==> src/rtl/shared_mem_arbiter.sv <==
// shared_mem_arbiter
// Round-robin arbiter and sequencer that gives four cores access to one
// single-ported shared data memory. Each transaction goes IDLE -> ACCESS ->
// DONE. A core can ask to keep ownership for a limited number of back-to-back
// transactions, for example to do a read-modify-write.
//
// Ports
//   clk, rst          rising-edge clock, asynchronous active-high reset
//   req_read/write    per-core request bits; write wins if both are set
//   req_lock          per-core lock hint, sampled at the end of a transaction
//   req_addr/wdata    packed per-core 8-bit address / write data (core i at [8i+7:8i])
//   resp_rdata        registered read data for the last completed read
//   resp_ready        one-cycle completion pulse to the owning core
//   grant             one-hot owner during ACCESS/DONE, 0 in IDLE
//   busy              high during ACCESS and DONE
//   mem_*             shared memory command/response interface
`timescale 1ns/1ps
module shared_mem_arbiter #(
    parameter int MAX_LOCK = 4
) (
    input  logic        clk,
    input  logic        rst,
    input  logic [3:0]  req_read,
    input  logic [3:0]  req_write,
    input  logic [3:0]  req_lock,
    input  logic [31:0] req_addr,
    input  logic [31:0] req_wdata,
    output logic [7:0]  resp_rdata,
    output logic [3:0]  resp_ready,
    output logic [3:0]  grant,
    output logic        busy,
    output logic [7:0]  mem_addr,
    output logic [7:0]  mem_write_data,
    output logic        mem_read_enable,
    output logic        mem_write_enable,
    input  logic [7:0]  mem_read_data,
    input  logic        mem_ready
);

    localparam logic [3:0] MAX_LOCK_C = 4'(MAX_LOCK);

    typedef enum logic [1:0] {
        ST_IDLE   = 2'd0,
        ST_ACCESS = 2'd1,
        ST_DONE   = 2'd2
    } state_t;

    state_t      state_q, state_d;
    logic [1:0]  winner_q, winner_d;
    logic        is_write_q, is_write_d;
    logic [7:0]  addr_q, addr_d;
    logic [7:0]  wdata_q, wdata_d;
    logic [1:0]  rr_ptr_q, rr_ptr_d;
    logic [3:0]  lock_cnt_q, lock_cnt_d;
    logic        lock_flag_q, lock_flag_d;
    logic [7:0]  resp_rdata_q, resp_rdata_d;

    logic [3:0]  requesting;
    logic [7:0]  req_dbl;
    logic [3:0]  req_rot;
    logic [1:0]  rr_offset;
    logic [1:0]  rr_winner;
    logic        lock_hit;
    logic [1:0]  sel_winner;

    assign requesting = req_read | req_write;

    // Rotate the request vector so that bit 0 is the core at rr_ptr; the
    // first set bit of the rotated vector is then the round-robin winner.
    assign req_dbl = {requesting, requesting} >> rr_ptr_q;
    assign req_rot = req_dbl[3:0];

    always_comb begin
        rr_offset = 2'd0;
        if (req_rot[0])      rr_offset = 2'd0;
        else if (req_rot[1]) rr_offset = 2'd1;
        else if (req_rot[2]) rr_offset = 2'd2;
        else if (req_rot[3]) rr_offset = 2'd3;
    end

    assign rr_winner = rr_ptr_q + rr_offset;

    // The lock only re-grants the previous owner while it still requests and
    // has not used up its budget of extra grants.
    assign lock_hit   = lock_flag_q && requesting[winner_q] && (lock_cnt_q < MAX_LOCK_C);
    assign sel_winner = lock_hit ? winner_q : rr_winner;

    // State register.
    always_ff @(posedge clk or posedge rst) begin
        if (rst) begin
            state_q <= ST_IDLE;
        end else begin
            state_q <= state_d;
        end
    end

    // Transaction and arbitration state registers.
    always_ff @(posedge clk or posedge rst) begin
        if (rst) begin
            winner_q     <= 2'd0;
            is_write_q   <= 1'b0;
            addr_q       <= 8'd0;
            wdata_q      <= 8'd0;
            rr_ptr_q     <= 2'd0;
            lock_cnt_q   <= 4'd0;
            lock_flag_q  <= 1'b0;
            resp_rdata_q <= 8'd0;
        end else begin
            winner_q     <= winner_d;
            is_write_q   <= is_write_d;
            addr_q       <= addr_d;
            wdata_q      <= wdata_d;
            rr_ptr_q     <= rr_ptr_d;
            lock_cnt_q   <= lock_cnt_d;
            lock_flag_q  <= lock_flag_d;
            resp_rdata_q <= resp_rdata_d;
        end
    end

    // Next-state logic.
    always_comb begin
        state_d = state_q;
        case (state_q)
            ST_IDLE:   if (|requesting) state_d = ST_ACCESS;
            ST_ACCESS: if (mem_ready)   state_d = ST_DONE;
            ST_DONE:   state_d = ST_IDLE;
            default:   state_d = ST_IDLE;
        endcase
    end

    // Datapath: request latching in IDLE, read capture in ACCESS, lock
    // sampling in DONE.
    always_comb begin
        winner_d     = winner_q;
        is_write_d   = is_write_q;
        addr_d       = addr_q;
        wdata_d      = wdata_q;
        rr_ptr_d     = rr_ptr_q;
        lock_cnt_d   = lock_cnt_q;
        lock_flag_d  = lock_flag_q;
        resp_rdata_d = resp_rdata_q;
        case (state_q)
            ST_IDLE: begin
                if (|requesting) begin
                    winner_d   = sel_winner;
                    is_write_d = req_write[sel_winner];
                    addr_d     = req_addr[{sel_winner, 3'b000} +: 8];
                    wdata_d    = req_wdata[{sel_winner, 3'b000} +: 8];
                    if (lock_hit) begin
                        lock_cnt_d = lock_cnt_q + 4'd1;
                    end else begin
                        rr_ptr_d   = rr_winner + 2'd1;
                        lock_cnt_d = 4'd0;
                    end
                end
            end
            ST_ACCESS: begin
                if (mem_ready && !is_write_q) resp_rdata_d = mem_read_data;
            end
            ST_DONE: begin
                lock_flag_d = req_lock[winner_q];
            end
            default: ;
        endcase
    end

    // Outputs decoded from the current state only.
    always_comb begin
        grant            = 4'd0;
        busy             = 1'b0;
        resp_ready       = 4'd0;
        mem_addr         = 8'd0;
        mem_write_data   = 8'd0;
        mem_read_enable  = 1'b0;
        mem_write_enable = 1'b0;
        case (state_q)
            ST_ACCESS: begin
                grant            = 4'b0001 << winner_q;
                busy             = 1'b1;
                mem_addr         = addr_q;
                mem_write_data   = wdata_q;
                mem_read_enable  = !is_write_q;
                mem_write_enable = is_write_q;
            end
            ST_DONE: begin
                grant          = 4'b0001 << winner_q;
                busy           = 1'b1;
                mem_addr       = addr_q;
                mem_write_data = wdata_q;
                resp_ready     = 4'b0001 << winner_q;
            end
            default: ;
        endcase
    end

    assign resp_rdata = resp_rdata_q;

endmodule

==> config.mk <==
export PLATFORM = sky130hd
export DESIGN_NAME = shared_mem_arbiter
export DESIGN_NICKNAME = d
export VERILOG_FILES = /design/src/rtl/shared_mem_arbiter.sv
export SDC_FILE = /design/constraint.sdc
export NUM_CORES = 1
export LEC_CHECK = 0
export ABC_CLOCK_PERIOD_IN_PS = 2400
export CORE_ASPECT_RATIO = 1.75
export CORE_MARGIN = 2
export CORE_UTILIZATION = 45
export CTS_CLUSTER_SIZE = 14
export DETAILED_ROUTE_END_ITERATION = 8
export DONT_BUFFER_PORTS = 1
export PLACE_DENSITY = 0.62
export SYNTH_ARGS = -nofsm -noshare
export SYNTH_HDL_FRONTEND = slang
export SYNTH_SLANG_ARGS = --single-unit
==> constraint.sdc <==
create_clock -name clk -period 2.4 [get_ports clk]
set_input_delay 0.72 -clock clk [delete_from_list [all_inputs] [get_ports clk]]
set_output_delay 0.72 -clock clk [all_outputs]
set_load 0.02 [all_outputs]
== Word-level counts from Yosys, hierarchy flattened ==
Cells that the tools add are included.

* Add/subtract/negate cells: 3
* Order comparisons: 3
* Equal/unequal tests: 4
* Shifts and indexed selects: 4
* Multiplexer cells: 22
* Bitwise operators: 2
* Reduce and logical (&&, ||, !) cells: 11

{| class="wikitable"
|+ Operator list
! kind !! count
|-
| indexed part select 32 x 6 -> 8 bit || 2
|-
| 2-to-1 mux 8 bit || 2
|-
| 2-to-1 mux 2 bit || 7
|-
| 2-to-1 mux 4 bit || 3
|-
| >> shifter 8 x 2 -> 4 bit || 1
|-
| binary-select mux 1 bit (select 2 bit) || 3
|-
| < comparator 2 x 3 -> 1 bit, second input constant || 2
|-
| 2-to-1 mux 1 bit || 6
|-
| AND reduction 2 bit || 3
|-
| adder 4 x 1 -> 4 bit, second input constant || 1
|-
| < comparator 4 x 3 -> 1 bit, second input constant || 1
|-
| != test 2 bit, second input constant || 2
|-
| bitwise OR 4 bit || 1
|-
| case mux 2 bit (2 select lines) || 1
|-
| OR reduction 4 bit || 1
|-
| left shift 1 x 2 -> 4 bit, first input constant || 1
|-
| logical AND 1 bit || 3
|-
| AND reduction 3 bit || 1
|-
| adder 2 x 1 -> 2 bit, second input constant || 1
|-
| adder 2 bit || 1
|-
| equality test 2 x 1 -> 1 bit, second input constant || 1
|-
| equality test 2 bit, second input constant || 1
|-
| logical NOT 2 bit || 1
|-
| OR reduction 2 bit || 1
|-
| other kinds (2) || 2
|}

* Register bits: 36
* Input port bits: 87
* Logic and storage cells: 58

== Logic depth before layout (Yosys ltp) ==
* Depth in word-level cells: 10
* Gate-level depth with buffers: 11
* Mapped depth without buffers: 9

== Worst setup path before layout ==
No wires, ideal clock.

* Kind: input port to flip-flop
* From: input req_read[2]
* To: register addr_q[7]
* Setup time: 132 ps
* Arrival: 3021 ps
* Required time: 2268 ps
* Setup slack: -753 ps
* Stages: 10
* Cell sequence: or2_2 clkbuf_1 a2111o_1 o211ai_1 ha_1 a21o_1 a21oi_2 buf_2 mux2i_1 o221ai_2

* Cells in the longest elaborated chain, start to end: 9
* Elaborated cells on any way between the ends: 15
* Those cells by class: add/sub (1); shift (2); mux (7); bitwise (1); reduce/logical (4)

{| class="wikitable"
|+ RTL lines
! element !! RTL line !! text
|-
| start: declaration || 23 || <nowiki>input logic [3:0] req_read,</nowiki>
|-
| bitwise OR 4 bit (*) || 66 || <nowiki>assign requesting = req_read | req_write;</nowiki>
|-
| >> shifter 8 x 2 -> 4 bit || 70 || <nowiki>assign req_dbl = {requesting, requesting} >> rr_ptr_q;</nowiki>
|-
| 2-to-1 mux 2 bit || 78 || <nowiki>else if (req_rot[3]) rr_offset = 2'd3;</nowiki>
|-
| 2-to-1 mux 2 bit || 77 || <nowiki>else if (req_rot[2]) rr_offset = 2'd2;</nowiki>
|-
| 2-to-1 mux 2 bit || 76 || <nowiki>else if (req_rot[1]) rr_offset = 2'd1;</nowiki>
|-
| 2-to-1 mux 2 bit || 75 || <nowiki>if (req_rot[0]) rr_offset = 2'd0;</nowiki>
|-
| adder 2 bit || 81 || <nowiki>assign rr_winner = rr_ptr_q + rr_offset;</nowiki>
|-
| 2-to-1 mux 2 bit || 86 || <nowiki>assign sel_winner = lock_hit ? winner_q : rr_winner;</nowiki>
|-
| indexed part select 32 x 6 -> 8 bit || 147 || <nowiki>addr_d = req_addr[{sel_winner, 3'b000} +: 8];</nowiki>
|-
| end signal: assignment || 111 || <nowiki>addr_q <= addr_d;</nowiki>
|-
| end: declaration || 51 || <nowiki>logic [7:0] addr_q, addr_d;</nowiki>
|}

Mark *: on every way between the ends. The rest lies on a longest branch, timed or not. The select of a mux whose other input is x is not followed.
A chain may end at the register's enable or synchronous reset.

== Worst setup path in the final report ==
* From: input req_read[0]
* To: register addr_q[7]

Same word-level chain as after synthesis.

==> results.sh <==
export IMPL_status="complete, but fails checks"
export IMPL_violations="negative setup slack"
export IMPL_fill_cells=470
export IMPL_setup_slack_ns=-0.164
export IMPL_crit_required_ns=2.58
export IMPL_grt_overflow=0
export IMPL_synth_seq_area_share_pct=37.1
export IMPL_synth_common_cells="dfrtp_1 (36), mux2i_1 (34), nand2_1 (29), and2_1 (18)"
export IMPL_muxShareOfSynthArea_pct=19.6
export IMPL_syn_area_mm2=0.00243
export IMPL_grt_max_degree=37
export IMPL_relSlewSlack_pct=68.8
export IMPL_fin_nets=351
export IMPL_synth_edf_count=0
export IMPL_wirelength_met1_um=2380
export IMPL_path_clk_slew_ns=0.08
export IMPL_ys_seq_elements=36
export IMPL_grt_pass1_vias=2019
export IMPL_cts_sinks=36
export IMPL_drv_cap=0
export IMPL_syn_area_per_cell_um2=10.4
export IMPL_synthCells=233
export IMPL_crit_path_start_kind="primary input"
export IMPL_wl_um=6520
export IMPL_port_buffers=0
export IMPL_h_tree_depth=2
export IMPL_yosys_most_used_dff="dfrtp_1"
export IMPL_die_w_um=59.5
export IMPL_dp_hpwl_um=4330
export IMPL_highest_layer="met4"
export IMPL_dr_pass1_iters=4
export IMPL_clockBufferDepth=2
export IMPL_worstReg2RegEnd="addr_q[7]$_DFFE_PP0P_"
export IMPL_synth_top_area_cell="dfrtp_1"
export IMPL_synth_compound_area_share_pct=17.8
export IMPL_grt_pass1_wl_um=9840
export IMPL_finalHoldViolations=0
export IMPL_timing_worst_setup_path_type="in2reg"
export IMPL_max_vdd_ir_drop_uv=1030
export IMPL_min_period_over_period_pct=107
export IMPL_synth_top_area_share_pct=37.1
export IMPL_synth_area_top_cells="dfrtp_1 (37%), mux2i_1 (14%), o221ai_2 (6.2%), and2_1 (4.6%), mux2_2 (4.6%)"
export IMPL_endpoint_kind="flip-flop"
export IMPL_finalClockSkew_ns=0.00658
export IMPL_dr_first_iter_drc_count=136
export IMPL_drive_gt1_share_pct=34.6
export IMPL_synth_simple_area_share_pct=17.2
export IMPL_io_pins=122
export IMPL_drv_slew=0
export IMPL_diodes=0
export IMPL_ys_types=46
export IMPL_drtAntennaViolNets=0
export IMPL_dr_wl_met2_um=3600
export IMPL_rsz0062_at_grt="yes"
export IMPL_worstPathArrival_ns=2.74
export IMPL_p_leak_nw=1.29
export IMPL_syn_num_nets=325
export IMPL_wl_met3_um=412
export IMPL_syn2layout_area_growth_pct=23.9
export IMPL_vias_per_cell=6.18
export IMPL_root_buffer="clkbuf_8"
export IMPL_place_gp_congestion=0.870
export IMPL_async_flop_share_pct=100
export IMPL_insertion_delay_ns=0.30
export IMPL_hold_buffers=0
export IMPL_yosys_area_share_xor_xnor_pct=1.03
export IMPL_path_max_fanout=8
export IMPL_die_area_mm2=0.00603
export IMPL_reg2reg_from="rr_ptr_q[0]$_DFFE_PP0P_"
export IMPL_utilization_pct=57.3
export IMPL_start_util_pct=46.2
export IMPL_fin_crit_ns=2.56
export IMPL_cts_made_buffers=5
export IMPL_die_h_um=101
export IMPL_tritoncts="done"
export IMPL_yosysMostFrequentCell="dfrtp_1"
export IMPL_worstRegToRegCells=10
export IMPL_setup_tns_ns=-2.23
export IMPL_rows=35
export IMPL_synth_top_family_by_area="multiplexers"
export IMPL_antenna_found_initial=0
export IMPL_wl_per_cell_um=20.7
export IMPL_core_area_mm2=0.00526
export IMPL_hp_class="in2async"
export IMPL_remaining_drc_errors=0
export IMPL_power_density_mw_per_mm2=2090
export IMPL_rrSetupSlack_ns=-0.08
export IMPL_synthAdderAreaFrac_pct=2.57
export IMPL_vias=1948
export IMPL_fmax_mhz=390
export IMPL_worst_slew_pin_slew_ns=0.467
export IMPL_grtUsageTotal_pct=21.8
export IMPL_setup_viol=17
export IMPL_yosys_warnings=0
==> cell type report <==
cell class / instances / area (um2) / area share [%]
inverter: 6 / 22.5 / 0.748
clock buffer: 5 / 68.8 / 2.29
tap: 55 / 68.8 / 2.29
multi-input combinational: 176 / 1510 / 50.2
sequential: 36 / 901 / 29.9
clock inverter: 3 / 42.5 / 1.41
timing repair buffer: 34 / 395 / 13.1
==> routing by layer <==
metal  vias to the layer above  GRT usage, %
met1                       936          24.6
met3                         9          3.19
met2                        97          39.6
met5                         -             0
met4                         0          8.89
li1                        906             -
==> power breakdown <==
| part | total (W) | switching, W | internal [W] |
|---|---|---|---|
| logic | 0.00456 | 0.00224 | 0.00232 |
| registers | 0.00119 | 0.000274 | 0.000914 |
| clock network | 0.000540 | 0.000233 | 0.000307 |
==> logic make-up (layout without fill, tap and decap cells) <==
| kind of cell | after synthesis | in the layout |
|---|---|---|
| and+or+nand+nor | 80 | 80 |
| muxes | 45 | 45 |
| AOI/OAI and AO/OA | 44 | 44 |
| DFF | 36 | 36 |
| buffers and inverters | 21 | 48 |
| adders and majority gates | 5 | 5 |
| xor gates and xnor gates | 2 | 2 |
==> state kept, by name, indices dropped and copies added (netlist names), named ones only <==
name         count
wdata_q          8
lock_flag_q      1
state_q          2
is_write_q       1
lock_cnt_q       4
winner_q         1
resp_rdata       8
addr_q           8
rr_ptr_q         2
==> through the flow <==
step	cells	setup WS, ns	power, W	hold WS (ns)	area, um2
floorplan	233	-0.439	0.00408	0.448	2470
global route	315	-0.206	0.00672	0.470	3010
finish	315	-0.164	0.00629	0.420	3010
detailed placement	301	-0.445	0.00490	0.466	2680
global placement	301	-0.408	0.00484	0.465	2680
CTS	313	-0.138	0.00589	0.438	2880
==> cells in the final DEF, fill, tap and decap left out, drive strengths merged, types with 3 or more instances in the layout <==
master / count
inv: 6
o221ai: 17
nand2: 29
a21oi: 7
o21a: 3
nor2: 10
mux2i: 34
dfrtp: 36
and2: 18
o21ai: 4
nor2b: 3
mux2: 10
and3: 3
nor3: 4
buf: 31
nor3b: 5
ha: 5
clkbuf: 8
==> critical path, stage by stage <==
cell and delay, ns:
or2_4 0.26, a2111o_1 0.35, o211ai_1 0.09, ha_1 0.28
a21o_1 0.19, a21oi_4 0.17, buf_12 0.16, clkbuf_16 0.17
mux2i_2 0.23, o221ai_2 0.11
==> worst max-delay path by stage <==
stage / start / end / slack [ns] / depth (start not counted)
after floorplan: req_read[2] / addr_q[7]$_DFFE_PP0P_ / -0.44 / 10
after global placement: req_read[0] / addr_q[7]$_DFFE_PP0P_ / -0.41 / 9
after detailed placement: req_read[0] / addr_q[7]$_DFFE_PP0P_ / -0.45 / 9
after CTS: req_read[0] / is_write_q$_DFFE_PP0P_ / -0.14 / 10
after global routing: req_read[0] / wdata_q[0]$_DFFE_PP0P_ / -0.21 / 10
final: req_read[0] / addr_q[7]$_DFFE_PP0P_ / -0.16 / 10
==> timing repair <==
item / 4_1_cts / 5_1_grt
setup buffers: 2 / 1
pin swaps: 0 / 6
resized for setup: 8 / 19
cloned: 2 / 3
endpoints found under the setup margin: 17 / 19
Note: power is estimated with default switching activity, not from simulation.
